File: config.mk
export PLATFORM = sky130hd
export DESIGN_NAME = mem_port_arbiter
export DESIGN_NICKNAME = d
export VERILOG_FILES = /design/src/rtl/mem_port_arbiter.sv
export SDC_FILE = /design/constraint.sdc
export NUM_CORES = 1
export LEC_CHECK = 0
export BUFFER_PORTS_ARGS = -buffer_cell sky130_fd_sc_hd__buf_2
export CAP_MARGIN = 20
export CELL_PAD_IN_SITES_DETAIL_PLACEMENT = 2
export CELL_PAD_IN_SITES_GLOBAL_PLACEMENT = 2
export CORE_ASPECT_RATIO = 0.6
export CORE_UTILIZATION = 21
export DETAILED_ROUTE_END_ITERATION = 10
export PLACE_DENSITY_LB_ADDON = 0.1
export SYNTH_ARGS = -nofsm -noshare
export SYNTH_HDL_FRONTEND = slang
export SYNTH_SLANG_ARGS = --single-unit
export TNS_END_PERCENT = 100
File: constraint.sdc
create_clock -name clk -period 2.8 [get_ports clk]
set_clock_uncertainty 0.2 [all_clocks]
set_input_delay 0.14 -clock clk [delete_from_list [all_inputs] [get_ports clk]]
set_output_delay 0.14 -clock clk [all_outputs]
set_load 0.03 [all_outputs]
File: src/rtl/mem_port_arbiter.sv
// Arbiter sharing one memory port between fetch and data access, in-order tags.
// MEM_ARB_PERF_EN adds grant/kill/conflict performance counters.
module mem_port_arbiter #(
  parameter int XLEN            = 32,
  parameter int MAX_OUTSTANDING = 4,
  parameter int STARVE_LIMIT    = 8
) (
  input  logic              clk,
  input  logic              reset,
  input  logic              if_req_valid,
  input  logic [XLEN-1:0]   if_req_addr,
  output logic              if_req_ready,
  input  logic              if_flush,
  output logic              if_rsp_valid,
  output logic [XLEN-1:0]   if_rsp_data,
  input  logic              dm_req_valid,
  input  logic [XLEN-1:0]   dm_req_addr,
  input  logic              dm_req_we,
  input  logic [XLEN-1:0]   dm_req_wdata,
  input  logic [XLEN/8-1:0] dm_req_be,
  output logic              dm_req_ready,
  output logic              dm_rsp_valid,
  output logic [XLEN-1:0]   dm_rsp_data,
  output logic              mem_req_valid,
  input  logic              mem_req_ready,
  output logic [XLEN-1:0]   mem_req_addr,
  output logic              mem_req_we,
  output logic [XLEN-1:0]   mem_req_wdata,
  output logic [XLEN/8-1:0] mem_req_be,
  input  logic              mem_rsp_valid,
  input  logic [XLEN-1:0]   mem_rsp_data,
`ifdef MEM_ARB_PERF_EN
  output logic [31:0]       perf_if_grants,
  output logic [31:0]       perf_dm_grants,
  output logic [31:0]       perf_killed,
  output logic [31:0]       perf_conflicts,
`endif
  output logic              busy
);

  localparam int AW = $clog2(MAX_OUTSTANDING);
  localparam int CW = AW + 1;
  localparam int SW = $clog2(STARVE_LIMIT + 1);

  logic [MAX_OUTSTANDING-1:0] q_id;
  logic [MAX_OUTSTANDING-1:0] q_kill;
  logic [MAX_OUTSTANDING-1:0] q_st;
  logic [AW-1:0]              wptr;
  logic [AW-1:0]              rptr;
  logic [CW-1:0]              count;
  logic [SW-1:0]              starve_cnt;

  logic full;
  logic empty;
  logic dm_win;
  logic if_win;
  logic accept;
  logic push;
  logic pop;
  logic head_id;
  logic head_kill;
  logic if_acc;

  assign full  = (count == CW'(MAX_OUTSTANDING));
  assign empty = (count == '0);

  // With fetch idle, a saturated starve count must not block data.
  assign dm_win = dm_req_valid &
                  (!if_req_valid ||
                   (starve_cnt < SW'(STARVE_LIMIT)));
  assign if_win = !dm_win & if_req_valid;

  assign mem_req_valid = (dm_req_valid | if_req_valid) &
                         !full & !reset;
  assign mem_req_addr  = dm_win ? dm_req_addr : if_req_addr;
  assign mem_req_we    = dm_win & dm_req_we;
  assign mem_req_wdata = dm_win ? dm_req_wdata : '0;
  assign mem_req_be    = dm_win ? dm_req_be : '1;

  assign accept       = mem_req_valid & mem_req_ready;
  assign if_req_ready = accept & if_win;
  assign dm_req_ready = accept & dm_win;
  assign if_acc       = if_req_ready;

  assign push      = accept;
  assign pop       = mem_rsp_valid & !empty;
  assign head_id   = q_id[rptr];
  assign head_kill = q_kill[rptr] | if_flush;

  assign busy = !empty;

  // Tag storage; a same-cycle push overrides the flush mark on its slot.
  always_ff @(posedge clk) begin
    for (int i = 0; i < MAX_OUTSTANDING; i++) begin
      if (if_flush && !q_id[i])
        q_kill[i] <= 1'b1;
    end
    if (push) begin
      q_id[wptr]   <= dm_win;
      q_kill[wptr] <= 1'b0;
      q_st[wptr]   <= dm_win & dm_req_we;
    end
  end

  always_ff @(posedge clk) begin
    if (reset) begin
      wptr         <= '0;
      rptr         <= '0;
      count        <= '0;
      starve_cnt   <= '0;
      if_rsp_valid <= 1'b0;
      if_rsp_data  <= '0;
      dm_rsp_valid <= 1'b0;
      dm_rsp_data  <= '0;
    end else begin
      if (push)
        wptr <= wptr + AW'(1);
      if (pop)
        rptr <= rptr + AW'(1);
      count <= count + CW'(push) - CW'(pop);

      if (if_req_valid && !if_acc) begin
        if (starve_cnt < SW'(STARVE_LIMIT))
          starve_cnt <= starve_cnt + SW'(1);
      end else begin
        starve_cnt <= '0;
      end

      if_rsp_valid <= pop & !head_id & !head_kill;
      if (pop && !head_id && !head_kill)
        if_rsp_data <= mem_rsp_data;

      dm_rsp_valid <= pop & head_id;
      if (pop && head_id)
        dm_rsp_data <= q_st[rptr] ? '0 : mem_rsp_data;
    end
  end

`ifdef MEM_ARB_PERF_EN
  always_ff @(posedge clk) begin
    if (reset) begin
      perf_if_grants <= '0;
      perf_dm_grants <= '0;
      perf_killed    <= '0;
      perf_conflicts <= '0;
    end else begin
      if (if_acc)
        perf_if_grants <= perf_if_grants + 32'd1;
      if (dm_req_ready)
        perf_dm_grants <= perf_dm_grants + 32'd1;
      if (pop && !head_id && head_kill)
        perf_killed <= perf_killed + 32'd1;
      if (if_req_valid && dm_req_valid)
        perf_conflicts <= perf_conflicts + 32'd1;
    end
  end
`endif

endmodule

==> results.json, run 1 <==
{
  "antenna_found_initial": 0,
  "tns_ns": 0,
  "antenna_cells": 0,
  "ir_drop_uv": 311,
  "final_area_um2": 6840,
  "core-area_um2": 21100,
  "multi_input_area_um2": 2450,
  "fp.dieW_um": 192,
  "finalNetCount": 908,
  "cts_setup_buffers": 0,
  "drv_slew": 0,
  "fmax_mhz": 388,
  "synth_common_cells": "dfxtp_1 (81), nand2_1 (64), a21oi_1 (42), and2_1 (39), mux2i_1 (33)",
  "grt-ovfl-total": 0,
  "synth_enable_flop_cells": 8,
  "drt-total-wl_um": 17900,
  "p_leak_nw": 3.13,
  "die_h_um": 116,
  "dp_cells": 994,
  "powerDensity_nw_per_um2": 624,
  "wl_per_cell_um": 17.2,
  "ys_top_cells_by_area": "dfxtp_1 (36%), mux2_2 (7.9%), mux2i_1 (7.3%)",
  "min_path_type": "primary input to flip-flop",
  "cts-resized-gates": 0,
  "relSlewSlack_pct": 50.4,
  "area_delta_synth_final_pct": 50.3,
  "insertion_delay_ns": 0.34,
  "cp_max_fo": 67,
  "layout-drive-gt1-share_pct": 47.1,
  "h-tree-depth": 3,
  "synth_top_cell_by_area": "dfxtp_1",
  "finalNonFillerCells": 1044,
  "yosysTopAreaCellShare_pct": 35.6,
  "critPathLaunchType": "flip-flop",
  "holdWs_ns": 0.0332,
  "io_pins": 279,
  "period_share_pct": 92.1,
  "cp_data_arrival_time_ns": 2.64,
  "dieArea_um2": 22300,
  "drc": 0,
  "gp_congestion": 0.842,
  "grt_setup_unrepaired": "no",
  "critPathKind": "flip-flop to flip-flop",
  "setup_viol": 0,
  "status": "finished clean",
  "grt_pass1_vias": 4900,
  "ys_seq_area_share_pct": 40.9,
  "synth_warnings": 0,
  "min_period_ns": 2.58,
  "clock-sinks": 89,
  "io_buffers": 278,
  "drv_cap": 0,
  "yosysMostFrequentCell": "dfxtp_1",
  "grt_pass1_wl_um": 26800,
  "num_rows": 41,
  "worst_slew_pin_slew_ns": 0.744,
  "ys_types": 39,
  "vias": 4594,
  "ys_ff_latch": 89,
  "drt_pre_antenna_iters": 4,
  "ctsRootBufferMaster": "clkbuf_16",
  "avgSynthCellArea_um2": 9.79,
  "synth_ff_type": "dfxtp_1",
  "hold_viol": 0,
  "clk_pin_slew_ns": 0.07,
  "final_core_util_pct": 32.4,
  "cts_buffers": 9,
  "cts_tree": "done",
  "drtIter0Drc": 115,
  "netlist_instances": 465,
  "fillers": 2446,
  "start_util_pct": 21.5,
  "cp.required_ns": 2.86,
  "dp_hpwl_um": 13700,
  "place_area_um2": 6200,
  "seqCellArea_um2": 1860,
  "synthArstFlopShare_pct": 0,
  "worst_setup_path_end_kind": "flip-flop",
  "clock_path_buffers": 2,
  "grtUsageTotal_pct": 15.5,
  "synth_area_um2": 4550,
  "detail-route-antenna-nets": 0,
  "viasPerCell": 4.40,
  "syn_nets": 613,
  "grt_max_degree": 77
}
==> state kept, by name, summed over array words and instances, names as in the netlist <==
| register | cells |
|---|---|
| dm_rsp_data | 32 |
| if_rsp_data | 32 |
| q_id | 4 |
| q_kill | 4 |
| q_st | 4 |
| starve_cnt | 4 |
| count | 3 |
| rptr | 2 |
| wptr | 2 |
| dm_rsp_valid | 1 |
| if_rsp_valid | 1 |
==> power by group <==
| group | switching, mW | total [mW] | internal (mW) |
|---|---|---|---|
| Clock | 0.570 | 1.25 | 0.675 |
| Sequential | 0.0989 | 1.50 | 1.40 |
| Combinational | 0.957 | 1.53 | 0.570 |
| Total | 1.63 | 4.27 | 2.64 |
==> final cells by class <==
type	instances	share of cell area (%)
multi-input combinational	324	35.8
sequential	89	27.2
timing repair buffer	324	26.8
tap	279	5.10
clock buffer	10	3.66
clock inverter	6	0.787
inverter	12	0.658
==> cell usage in the layout, fill, tap and decap left out, types with 13 or more instances in the layout <==
cell / Yosys / layout
nand4b_1: 32 / 32
mux2_2: 32 / 32
a21bo_1: 19 / 19
mux2i_1: 33 / 33
a21bo_2: 13 / 13
dfxtp_1: 81 / 81
and2_1: 39 / 39
a21oi_1: 42 / 42
buf_2: 7 / 278
nand2_1: 64 / 64
dlygate4sd3_1: 0 / 34
==> path summary, 6_finish.rpt <==
check | cells past startpoint | startpoint | slack [ns] | to
hold / removal | 2 | dm_req_we | 0.03 | q_st[2]
setup / recovery | 5 | count[1] | 0.22 | if_rsp_data[15]
hold reg to reg | 2 | if_rsp_data[1] | 0.26 | if_rsp_data[1]
setup reg to reg | 5 | count[1] | 0.22 | if_rsp_data[15]
==> through the flow <==
step	power (mW)	setup WS [ns]
after CTS	4.35	0.216
after global placement	2.99	0.353
after detailed placement	3.04	0.220
after global routing	4.50	0.0769
final	4.27	0.222
after floorplan	2.55	0.132
==> metal layers <==
layer	global-route usage (%)	vias to the layer above	routed length (µm)
met5	0	-	0
met4	1.89	0	76
met3	3.36	7	780
met2	28.3	112	8990
met1	19.1	2264	8060
li1	-	2211	-
==> critical path: stages, from the launching register on <==
cell	delay, ns
dfxtp_1	0.46
o31a_2	0.21
buf_4	0.57
nor4b_4	0.34
buf_4	0.40
mux2i_1	0.26
==> cell families (layout without fill, tap and decap cells) <==
kind of cell             after synthesis  count (layout)  synth area share [%]
AO/OA/AOI/OAI                         83              83                  13.3
XOR/XNOR                               6               6                  1.15
adder cells (fa/ha/maj)                8               8                  2.36
buffers and inverters                 52             352                  5.80
flip-flops                            89              89                  40.9
multiplexers                          68              68                  16.7
AND/OR/NAND/NOR                      159             159                  19.9
==> timing repair <==
action,CTS,global route
setup endpoints to repair,0,0
endpoints found under the hold margin,69,0
hold buffers,34,0
(Power assumes the default switching activity.)
==> inputs of run 2 (changes only) <==
--- a/config.mk
+++ b/config.mk
@@ -10,7 +10,7 @@
 export CELL_PAD_IN_SITES_DETAIL_PLACEMENT = 2
 export CELL_PAD_IN_SITES_GLOBAL_PLACEMENT = 2
 export CORE_ASPECT_RATIO = 0.6
-export CORE_UTILIZATION = 21
+export CORE_UTILIZATION = 24
 export DETAILED_ROUTE_END_ITERATION = 10
 export PLACE_DENSITY_LB_ADDON = 0.1
 export SYNTH_ARGS = -nofsm -noshare
==> constraint.sdc (replaced) <==
create_clock -name clk -period 2.73 [get_ports clk]
set_clock_uncertainty 0.2 [all_clocks]
set_input_delay 0.1365 -clock clk [delete_from_list [all_inputs] [get_ports clk]]
set_output_delay 0.1365 -clock clk [all_outputs]
set_load 0.03 [all_outputs]
==> run 2 against run 1 <==
Effect of this change: the run now ends with DRC left; global-route usage up 2.1 points; highest routed layer unchanged; routed wire length down 5.3%; via count down 1.5%; combinational power barely moved; critical path depth is 7 higher; final cell count down 3.7%; final area shrank 0.73%.
==> results.json, run 2 (same netlist as run 1, synthesis figures left out) <==
{
  "clkPwrFrac_pct": 28.7,
  "io_buffers": 278,
  "io_pins": 279,
  "rr_startpoint": "count[2]",
  "place_ws_ns": 0.197,
  "tns_ns": 0,
  "drt_pre_antenna_iters": 7,
  "pwr-share-comb_pct": 36.0,
  "insertion_delay_ns": 0.34,
  "violations": "DRC",
  "num_rows": 38,
  "drv_slew": 0,
  "fin_total_pwr_mw": 4.34,
  "clk_pin_slew_ns": 0.07,
  "antenna_found_initial": 0,
  "cp_max_fo": 4,
  "critPathKind": "primary input to flip-flop",
  "cts_tree": "done",
  "powerDensity_nw_per_um2": 639,
  "detail-route-antenna-nets": 0,
  "drt-total-wl_um": 16900,
  "grtUsageTotal_pct": 17.6,
  "power.switching_mw": 1.62,
  "cts_buffers": 9,
  "worstSetupStartpoint": "mem_req_ready",
  "drv_cap": 0,
  "dp_cells": 954,
  "seq_power_share_pct": 35.3,
  "start_util_pct": 24.9,
  "holdWs_ns": 0.0599,
  "finalNetCount": 908,
  "vias": 4523,
  "final_area_um2": 6790,
  "p_leak_nw": 3.12,
  "worst_slew_pin_slew_ns": 0.747,
  "drc": 7,
  "cp.required_ns": 2.74,
  "grt_setup_unrepaired": "no",
  "top_regs": "dm_rsp_data: 32 flops, if_rsp_data: 32 flops",
  "place_area_um2": 6140,
  "drtIter0Drc": 168,
  "grt_pass1_wl_um": 26800,
  "gp_congestion": 0.760,
  "grt_pass1_vias": 4989,
  "area_delta_synth_final_pct": 49.2,
  "h-tree-depth": 3,
  "ctsRootBufferMaster": "clkbuf_16",
  "min_path_type": "primary input to flip-flop",
  "fp.dieW_um": 180,
  "status": "complete, but fails checks",
  "swShare_pct": 37.3,
  "dp_hpwl_um": 12700,
  "worst_setup_path_end_kind": "flip-flop",
  "finalNonFillerCells": 1005,
  "die_h_um": 109,
  "dieArea_um2": 19500,
  "grt_max_degree": 68,
  "setup_viol": 0,
  "final_cell_mix": "buf_2 (278), dfxtp_1 (80), nand2_1 (64)",
  "fin_ws_ns": 0.236,
  "ir_drop_uv": 325,
  "hold_viol": 0,
  "period_share_pct": 91.4,
  "antenna_cells": 0,
  "holdCritStartpoint": "if_req_valid",
  "core-area_um2": 18300,
  "final_core_util_pct": 37.1,
  "p_int_mw": 2.72,
  "grt-ovfl-total": 0,
  "min_period_ns": 2.49,
  "critPathLaunchType": "primary input",
  "layout_commonest_cell": "buf_2",
  "cts_setup_buffers": 0,
  "relSlewSlack_pct": 50.2,
  "wl_per_cell_um": 16.9,
  "cp_data_arrival_time_ns": 2.51,
  "clock-sinks": 89,
  "layout-drive-gt1-share_pct": 47.1,
  "fmax_mhz": 401,
  "viasPerCell": 4.50,
  "clock_path_buffers": 2
}
-- run 2: cell count changes in the layout (fill, tap and decap cells not counted), sizes merged --
| cell | delta |
|---|---|
| clkbuf | +1 |
| dlygate4sd3 | +1 |
| clkinvlp | +1 |
| inv | -2 |
| buf | -1 |
-- run 2: final cells by class --
cell class	instances	area, µm²
Clock inverter	5	35.0
Timing Repair Buffer	324	1840
Sequential cell	89	1860
Clock buffer	11	264
Tap cell	240	300
Fill cell	2093	11500
Multi-Input combinational cell	324	2450
Inverter	12	45.0
-- run 2: routing by layer --
metal | wire length (µm) | part of all wire (%) | track usage (%) | up-vias
li1 | - | - | - | 2200
met1 | 7300 | 43 | 20.6 | 2193
met2 | 8610 | 51 | 32.4 | 118
met3 | 925 | 5.5 | 4.91 | 12
met4 | 111 | 0.65 | 3.20 | 0
met5 | 0 | 0 | 0 | -
-- run 2: worst paths after layout --
kind	to	slack [ns]	cells past startpoint
min reg2reg	if_rsp_data[14]	0.25	2
max reg2reg	count[2]	0.26	10
min	starve_cnt[3]	0.06	4
max	count[2]	0.24	12
-- run 2: critical path, stage by stage --
cell,delay [ns]
dlygate4sd3_1,0.54
buf_2,0.13
inv_1,0.07
nor3_1,0.24
inv_1,0.10
ha_1,0.28
inv_1,0.04
ha_1,0.19
fa_1,0.39
xnor2_1,0.20
xnor2_1,0.14
nor2_1,0.05
-- run 2: power groups by stage --
stage / clock network, mW / logic [mW] / registers, mW
5_1_grt: 1.35 / 1.70 / 1.55
3_3_place_gp: 0 / 1.49 / 1.55
2_1_floorplan: 0 / 0.954 / 1.66
4_1_cts: 1.30 / 1.58 / 1.53
6_report: 1.24 / 1.56 / 1.53
3_5_place_dp: 0 / 1.54 / 1.56
-- run 2: timing repair --
action                                 in CTS  in global routing
gates resized for setup                     0                  1
hold buffers                               35                  0
setup endpoints to repair                   0                  1
endpoints found under the hold margin      74                  0
